File: src/rtl/clk_gate_en_ctrl.sv
// ---------------------------------------------------------------------------
// clk_gate_en_ctrl
// Produces the enable for a downstream AND-type clock gate
// (o_clk = i_clk & o_en).
//
// A level request is turned into a glitch-free enable. The block waits
// WAKE_CYC ungated cycles before acknowledging. It also holds the gate open
// for a programmable number of idle cycles before closing it.
//
// All state moves on the rising edge. The enable seen by the gate is
// re-registered on the falling edge, so it only ever changes while i_clk is
// low and cannot clip a high phase.
//
// WAKE_CYC must lie in 1..15; the wake counter is four bits wide.
// ---------------------------------------------------------------------------
module clk_gate_en_ctrl #(
  parameter int IDLE_CNT_W = 8,
  parameter int WAKE_CYC   = 2,
  parameter bit RESET_ON   = 1'b0
) (
  input  logic                  i_clk,
  input  logic                  i_rst,
  input  logic                  i_req,
  input  logic                  i_force_on,
  input  logic [IDLE_CNT_W-1:0] i_idle_cfg,
  output logic                  o_en,
  output logic                  o_ack,
  output logic [1:0]            o_state
);

  typedef enum logic [1:0] {
    ST_OFF       = 2'd0,
    ST_WAKE      = 2'd1,
    ST_ON        = 2'd2,
    ST_IDLE_WAIT = 2'd3
  } state_t;

  localparam state_t                RESET_STATE = RESET_ON ? ST_ON : ST_OFF;
  localparam logic [3:0]            WAKE_INIT   = 4'(WAKE_CYC - 1);
  localparam logic [IDLE_CNT_W-1:0] IDLE_ONE    = IDLE_CNT_W'(1);

  state_t                r_state;
  state_t                w_stateNext;
  logic [3:0]            r_wakeCnt;
  logic [3:0]            w_wakeCntNext;
  logic [IDLE_CNT_W-1:0] r_idleCnt;
  logic [IDLE_CNT_W-1:0] w_idleCntNext;
  logic                  w_want;
  logic                  w_enInt;
  logic                  w_ack;
  logic                  r_en;

  assign w_want = i_req | i_force_on;

  // State and counter register: a synchronous reset restores the reset state from any state.
  always_ff @(posedge i_clk) begin
    if (i_rst) begin
      r_state   <= RESET_STATE;
      r_wakeCnt <= '0;
      r_idleCnt <= '0;
    end else begin
      r_state   <= w_stateNext;
      r_wakeCnt <= w_wakeCntNext;
      r_idleCnt <= w_idleCntNext;
    end
  end

  // Next-state logic: WAKE always runs to completion, and the idle counter is only loaded on entry to IDLE_WAIT.
  always_comb begin
    w_stateNext   = r_state;
    w_wakeCntNext = r_wakeCnt;
    w_idleCntNext = r_idleCnt;
    case (r_state)
      ST_OFF: begin
        if (w_want) begin
          w_stateNext   = ST_WAKE;
          w_wakeCntNext = WAKE_INIT;
        end
      end
      ST_WAKE: begin
        if (r_wakeCnt == 4'd0) begin
          w_stateNext = ST_ON;
        end else begin
          w_wakeCntNext = r_wakeCnt - 4'd1;
        end
      end
      ST_ON: begin
        if (!w_want) begin
          w_stateNext   = ST_IDLE_WAIT;
          w_idleCntNext = i_idle_cfg;
        end
      end
      ST_IDLE_WAIT: begin
        if (w_want) begin
          w_stateNext = ST_ON;
        end else if (r_idleCnt == '0) begin
          w_stateNext = ST_OFF;
        end else begin
          w_idleCntNext = r_idleCnt - IDLE_ONE;
        end
      end
      default: begin
        w_stateNext = ST_OFF;
      end
    endcase
  end

  // Output decode: the enable is open in every state except OFF; the ack is high only once settled (ON/IDLE_WAIT).
  always_comb begin
    w_enInt = 1'b0;
    w_ack   = 1'b0;
    case (r_state)
      ST_OFF:       begin w_enInt = 1'b0; w_ack = 1'b0; end
      ST_WAKE:      begin w_enInt = 1'b1; w_ack = 1'b0; end
      ST_ON:        begin w_enInt = 1'b1; w_ack = 1'b1; end
      ST_IDLE_WAIT: begin w_enInt = 1'b1; w_ack = 1'b1; end
      default:      begin w_enInt = 1'b0; w_ack = 1'b0; end
    endcase
  end

  // Falling-edge launch of the gate enable so it only changes while i_clk is low.
  always_ff @(negedge i_clk) begin
    r_en <= w_enInt;
  end

  assign o_en    = r_en;
  assign o_ack   = w_ack;
  assign o_state = r_state;

endmodule

File: config.mk
export PLATFORM = sky130hd
export DESIGN_NAME = clk_gate_en_ctrl
export DESIGN_NICKNAME = d
export VERILOG_FILES = /design/src/rtl/clk_gate_en_ctrl.sv
export SDC_FILE = /design/constraint.sdc
export NUM_CORES = 1
export LEC_CHECK = 0
export ABC_AREA = 1
export BUFFER_PORTS_ARGS = -buffer_cell sky130_fd_sc_hd__buf_2
export CORE_MARGIN = 1.5
export CORE_UTILIZATION = 54
export DETAILED_ROUTE_END_ITERATION = 8
export GPL_ROUTABILITY_DRIVEN = 0
export PLACE_DENSITY = 0.77
export SYNTH_ARGS = -nofsm -noshare
export SYNTH_HDL_FRONTEND = slang
export SYNTH_SLANG_ARGS = --single-unit
File: constraint.sdc
create_clock -name i_clk -period 1.75 [get_ports i_clk]
set_clock_uncertainty 0.05 [all_clocks]
set_input_delay 0.2625 -clock i_clk [delete_from_list [all_inputs] [get_ports i_clk]]
set_output_delay 0.2625 -clock i_clk [all_outputs]
set_load 0.01 [all_outputs]
Word-level counts from Yosys, hierarchy flattened
Index checks and enable logic that the tools add are counted.
{"block": "totals", "reg_bits": 15, "in_bits": 12, "out_inout_bits": 4, "word_cells": 43}
{"block": "op_classes", "addsub": 2, "eq_ne": 10, "mux": 15, "bitwise": 1, "n_reduce_logical": 11}
{"cell": "8-bit two-way mux", "count": 3}
{"cell": "8-bit case mux with 2 select lines", "count": 1}
{"cell": "2-bit inequality test, second input constant", "count": 6}
{"cell": "2-bit two-way mux", "count": 5}
{"cell": "8-bit zero test", "count": 1}
{"cell": "4-bit two-way mux", "count": 2}
{"cell": "2-bit case mux with 4 select lines", "count": 1}
{"cell": "4-bit case mux with 2 select lines", "count": 1}
{"cell": "4-bit AND reduction", "count": 2}
{"cell": "8-bit by 1-bit subtractor with 8-bit output, second input constant", "count": 1}
{"cell": "2-bit equality test, second input constant", "count": 2}
{"cell": "4-bit zero test", "count": 1}
{"cell": "1-bit case mux with 2 select lines", "count": 2}
{"cell": "2-bit nonzero test", "count": 2}
{"cell": "2-bit OR reduction", "count": 2}
{"cell": "4-bit by 1-bit subtractor with 4-bit output, second input constant", "count": 1}
{"cell": "3-bit inequality test, second input constant", "count": 1}
{"cell": "3-bit AND reduction", "count": 1}
{"cell": "3-bit OR reduction", "count": 1}
{"cell": "2-bit by 1-bit equality test with 1-bit output, second input constant", "count": 1}
{"cell": "2-bit zero test", "count": 1}
{"cell": "1-bit OR", "count": 1}

Depth between registers and ports, before layout
Gate-level depths: netlist of run 1.
{"block": "depth", "depth_word": 4, "ltp_mapped": 11, "ltp_nobuf": 11}

==> flow_summary.yaml, run 1 <==
run_status:
  status: "complete, but fails checks"
  violations: "setup timing"
pwr:
  p_leak_uw: 0.0006010
  p_clk_frac: 0.202
  switchingPower_uw: 415.6
  ir_worst_vdd_uv: 648.0
  swShare: 0.3907
  power.density_nw_per_um2: 943.7
  combPwrFrac: 0.406
  seqPwrFrac: 0.393
  internal-power_uw: 648.2
  power_uw: 1064
clock_tree:
  cts_sinks: 15
  post_cts_buffers: 0
  cts_inserted_buffers: 3
  cts_resized: 0
  htree_levels: 1
  hold_buffers: 0
  cts_root_buf: "clkbuf_4"
  clock_latency_ps: 290
  cts_max_path_buffers: 2
  clkSlewWorstSetupHoldPaths_ps: 90
  cts_tree: "done"
routing:
  route.detailed.wl_per_inst_um: 10.49
  drt_pass1_iterations: 4
  drt_iter0_markers: 20
  num_vias: 1009
  via_per_inst: 4.995
  drc_errors: 0
  routed_wl_mm: 2.119
  postRouteAntennaNets: 0
floorplanning:
  row_count: 15
  die_area_um2: 2104
  fp.dieH_um: 45.87
  start_util: 0.5746
  ios: 16
  design.core.area_um2: 1727
  die_x_um: 45.87
grt:
  track_usage: 0.2297
  grt_max_degree: 12
  antenna_found_initial: 0
  grt_pass1_wl_mm: 3.470
  grt-ovfl-total: 0
  grt_pass1_vias: 868
yosys:
  synth_cell_types: 26
  syn_avg_cell_area_um2: 6.280
  yosysWarnings: 0
  synth_fp_nets: 174
  yosysSeqAreaShare: 0.3026
  syn-cell-area_um2: 992.2
  syn_inst: 158
  synth-seq-cells: 15
critical_path:
  crit_chain: "buf_2"
  ff2ff_path_depth: 10
  crit_slowest_cell: "dfxtp_1"
  worst_path_largest_cell_delay_ps: 280
  path_class: "flip-flop to primary output"
  path_max_fanout: 1
  cp-end-kind: "primary output"
  path_depth: 1
  worst-path-buf-inv: 1
  required_ps: 1440
  crit_arrival_ps: 1630
  path_delay_family: "flip-flops"
  startpoint_type: "flip-flop"
sta:
  setup_viol: 1
  drv_slew: 0
  grt_setup_unrepaired: "yes"
  hold_violations: 0
  holdWs_ps: 144.3
  relSlewSlack: 0.6790
  worstMarginPinSlew_ps: 477.9
  postLayoutSetupSlackWorst_ps: -190.8
cells_and_area:
  drive_gt1_frac: 0.2034
  insertedDiodeCount: 0
  nFillCells: 187
  area_growth_pct: 13.62
  final_util: 0.6529
  fin_nets: 194
place:
  numPortBuffers: 15
  dp_hpwl_mm: 1.621
job:
  maxCapViolCount: 0
min_path:
  min_path_type: "primary input to flip-flop"
  hold_depth: 2
==> per-layer routing <==
metal	vias to the layer above	part of all wire	track usage	routed length, µm
met5	-	0	0	0
met4	0	0.021	0.1029	45
met3	5	0.039	0.02381	82
met2	29	0.52	0.4306	1112
met1	442	0.41	0.2530	878
li1	533	-	-	-
==> registers in the layout, indices dropped and copies added (netlist names) <==
name,cells
r_idleCnt,8
o_en,1
r_wakeCnt,4
o_state,2
==> synthesized netlist by cell type (all sizes together) <==
cell type    instances  share of area
nand2               36           0.15
nor2                31           0.13
inv                 27           0.10
dfxtp               15           0.30
nand3               12          0.066
a21oi                8          0.040
o21ai                8          0.044
nor3                 5          0.025
ha                   4          0.050
a31oi                2          0.013
nand4                2          0.013
or2                  2          0.013
a21boi               1         0.0076
and2                 1         0.0063
and3                 1         0.0076
buf                  1          0.011
dlygate4sd1          1         0.0088
o22ai                1         0.0063
==> layout by cell type (no fill, tap or decap), types with 2 or more instances in the layout <==
cell type / synthesis / final
clkbuf_4: 0 / 3
o21ai_1: 2 / 2
nor3_1: 5 / 5
buf_2: 0 / 15
nor2_1: 28 / 27
buf_4: 0 / 2
a31oi_1: 2 / 2
nand3_1: 11 / 11
dfxtp_1: 15 / 15
ha_1: 4 / 4
inv_1: 24 / 24
nand2_1: 31 / 31
nor2_2: 1 / 2
nand2_2: 5 / 4
a21oi_1: 8 / 8
nor2_4: 2 / 2
o21ai_0: 5 / 5
inv_2: 3 / 3
nand4_1: 2 / 2
==> power groups by stage <==
stage | Clock (µW) | Sequential (µW) | Combinational [µW]
global route | 227 | 423 | 493
CTS | 217 | 418 | 426
floorplan | 7.15 | 442 | 300
global placement | 7.15 | 423 | 408
detailed placement | 7.15 | 426 | 425
finish | 214 | 418 | 431
==> area by class of cell <==
| cell class | count | area [µm²] | share of cell area |
|---|---|---|---|
| Clock buffer | 4 | 26.28 | 0.02331 |
| Clock inverter | 1 | 3.754 | 0.003330 |
| Inverter | 26 | 97.59 | 0.08657 |
| Multi-Input combinational cell | 114 | 578.1 | 0.5128 |
| Sequential cell | 15 | 300.3 | 0.2664 |
| Tap cell | 25 | 31.28 | 0.02775 |
| Timing Repair Buffer | 17 | 90.09 | 0.07991 |
==> stage by stage <==
step / instances / cell area [µm²] / setup slack (ps) / TNS (ps)
after floorplan: 158 / 992.2 / 127.5 / 0
after global placement: 198 / 1094 / 166.6 / 0
after detailed placement: 198 / 1094 / 154.2 / 0
after CTS: 202 / 1120 / -195.2 / -195.2
after global routing: 202 / 1127 / -233.2 / -233.2
final: 202 / 1127 / -190.8 / -190.8
==> logic make-up after synthesis <==
family | Yosys count | synth area share
fa+ha+maj | 4 | 0.05044
buf+inv | 29 | 0.1223
compound gates | 20 | 0.1110
flops | 15 | 0.3027
simple gates | 90 | 0.4136
==> path summary, 6_finish.rpt <==
check          startpoint           end  slack [ps]
max                  o_en          o_en        -190
min                 i_rst  r_idleCnt[6]         140
max reg2reg  r_idleCnt[0]  r_idleCnt[5]         200
min reg2reg  r_idleCnt[7]  r_idleCnt[7]         450
Note: power is estimated with default switching activity, not from simulation.
==> run 2: changes to the inputs <==
--- a/config.mk
+++ b/config.mk
@@ -9,6 +9,7 @@
 export BUFFER_PORTS_ARGS = -buffer_cell sky130_fd_sc_hd__buf_2
 export CORE_MARGIN = 1.5
 export CORE_UTILIZATION = 54
+export CTS_BUF_LIST = sky130_fd_sc_hd__clkbuf_16
 export DETAILED_ROUTE_END_ITERATION = 8
 export GPL_ROUTABILITY_DRIVEN = 0
 export PLACE_DENSITY = 0.77
==> flow_summary.yaml, run 2 (synthesis results as in run 1) <==
routing:
  via_per_inst: 4.980
  postRouteAntennaNets: 0
  routed_wl_mm: 2.131
  drt_pass1_iterations: 4
  route.detailed.wl_per_inst_um: 10.55
  drt_iter0_markers: 16
  num_vias: 1006
  drc_errors: 0
critical_path:
  crit_chain: "buf_2"
  r2r-start: "r_idleCnt[0]"
  ff2ff_path_depth: 10
  cp-end-kind: "primary output"
  path_max_fanout: 1
  path_delay_family: "flip-flops"
  crit_arrival_ps: 1600
  rrSetupSlack_ps: 230
  worst_path_largest_cell_delay_ps: 280
  required_ps: 1440
  worst-path-buf-inv: 1
  startpoint_type: "flip-flop"
  path_class: "flip-flop to primary output"
  r2r_end: "r_idleCnt[5]"
  crit_slowest_cell: "dfxtp_1"
sta:
  setup_viol: 1
  fin_tns_setup_ps: -164.5
  drv_slew: 0
  postLayoutSetupSlackWorst_ps: -164.5
  worstMarginPinSlew_ps: 545.7
  grt_setup_unrepaired: "yes"
  hold_violations: 0
  relSlewSlack: 0.6334
floorplanning:
  fp.dieH_um: 45.87
  design.core.area_um2: 1727
  die_x_um: 45.87
  die_area_um2: 2104
  row_count: 15
  start_util: 0.5746
  ios: 16
grt:
  antenna_found_initial: 0
  grt_pass1_vias: 880
  grt_pass1_wl_mm: 3.525
  grt-ovfl-total: 0
  track_usage: 0.2385
  grt_max_degree: 12
cells_and_area:
  area_growth_pct: 18.92
  regMostFlops: "r_idleCnt"
  layout.cells.most_common_list: "nand2_1 (31), nor2_1 (27), inv_1 (25)"
  largest_reg_flops: 8
  drive_gt1_frac: 0.2034
  insertedDiodeCount: 0
  nFillCells: 180
  fin_nets: 194
  final_common_cell: "nand2_1"
clock_tree:
  cts_max_path_buffers: 2
  clock_latency_ps: 240
  hold_buffers: 0
  cts_inserted_buffers: 3
  cts_sinks: 15
  cts_root_buf: "clkbuf_16"
  cts_tree: "done"
  htree_levels: 1
  clkSlewWorstSetupHoldPaths_ps: 50
min_path:
  hold_end: "r_idleCnt[6]"
  hold_depth: 2
  hold_path.startpoint: "i_rst"
  min_path_type: "primary input to flip-flop"
pwr:
  power_uw: 1299
  p_leak_uw: 0.0006283
  power.density_nw_per_um2: 1101
  ir_worst_vdd_uv: 1040
run_status:
  violations: "setup timing"
  status: "complete, but fails checks"
place:
  dp_hpwl_mm: 1.621
  numPortBuffers: 15
job:
  maxCapViolCount: 0
==> run 2: power by group <==
group	switching (µW)	internal (µW)	total [µW]
Combinational	265	167	432
Sequential	28.1	391	419
Clock	142	306	447
Total	435	864	1300
==> run 2: final cells by class <==
cell class | count | area, µm² | area share
Clock buffer | 3 | 75.07 | 0.06363
Clock inverter | 2 | 7.507 | 0.006363
Inverter | 26 | 97.59 | 0.08271
Multi-Input combinational cell | 114 | 578.1 | 0.4899
Sequential cell | 15 | 300.3 | 0.2545
Tap cell | 25 | 31.28 | 0.02651
Timing Repair Buffer | 17 | 90.09 | 0.07635
==> run 2: repair_timing <==
action	in CTS	in global routing
pin swaps	0	0
setup endpoints to repair	1	3
setup buffers	0	0
gates resized for setup	0	2
==> run 2: stage by stage <==
| stage | instance area (µm²) | utilization | std cells | setup WS [ps] | hold slack (ps) |
|---|---|---|---|---|---|
| 2_1_floorplan | 992.2 | - | 158 | 127.5 | 281.6 |
| 3_3_place_gp | 1094 | 0.6333 | 198 | 166.6 | 415.3 |
| 3_5_place_dp | 1094 | 0.6333 | 198 | 154.2 | 426.5 |
| 4_1_cts | 1172 | 0.6790 | 202 | -169.7 | 200.9 |
| 5_1_grt | 1180 | 0.6833 | 202 | -206.3 | 216.9 |
| 6_report | 1180 | 0.6833 | 202 | -164.5 | 198.5 |
==> run 2: worst max path at each step <==
| stage | startpoint | to | slack [ps] | cells after the start |
|---|---|---|---|---|
| after floorplan | o_state[0] | o_en | 130 | 2 |
| after global placement | o_en | o_en | 170 | 1 |
| after detailed placement | r_idleCnt[0] | r_idleCnt[5] | 150 | 10 |
| after CTS | o_en | o_en | -170 | 1 |
| after global routing | o_en | o_en | -210 | 1 |
| final | o_en | o_en | -160 | 1 |
==> run 2: layer usage <==
metal	global-route usage	share of wire	vias to the layer above	routed length, µm
met5	0	0	-	0
met4	0.1371	0.025	0	53
met3	0.03571	0.035	4	74
met2	0.4333	0.51	23	1092
met1	0.2554	0.43	445	911
li1	-	-	534	-
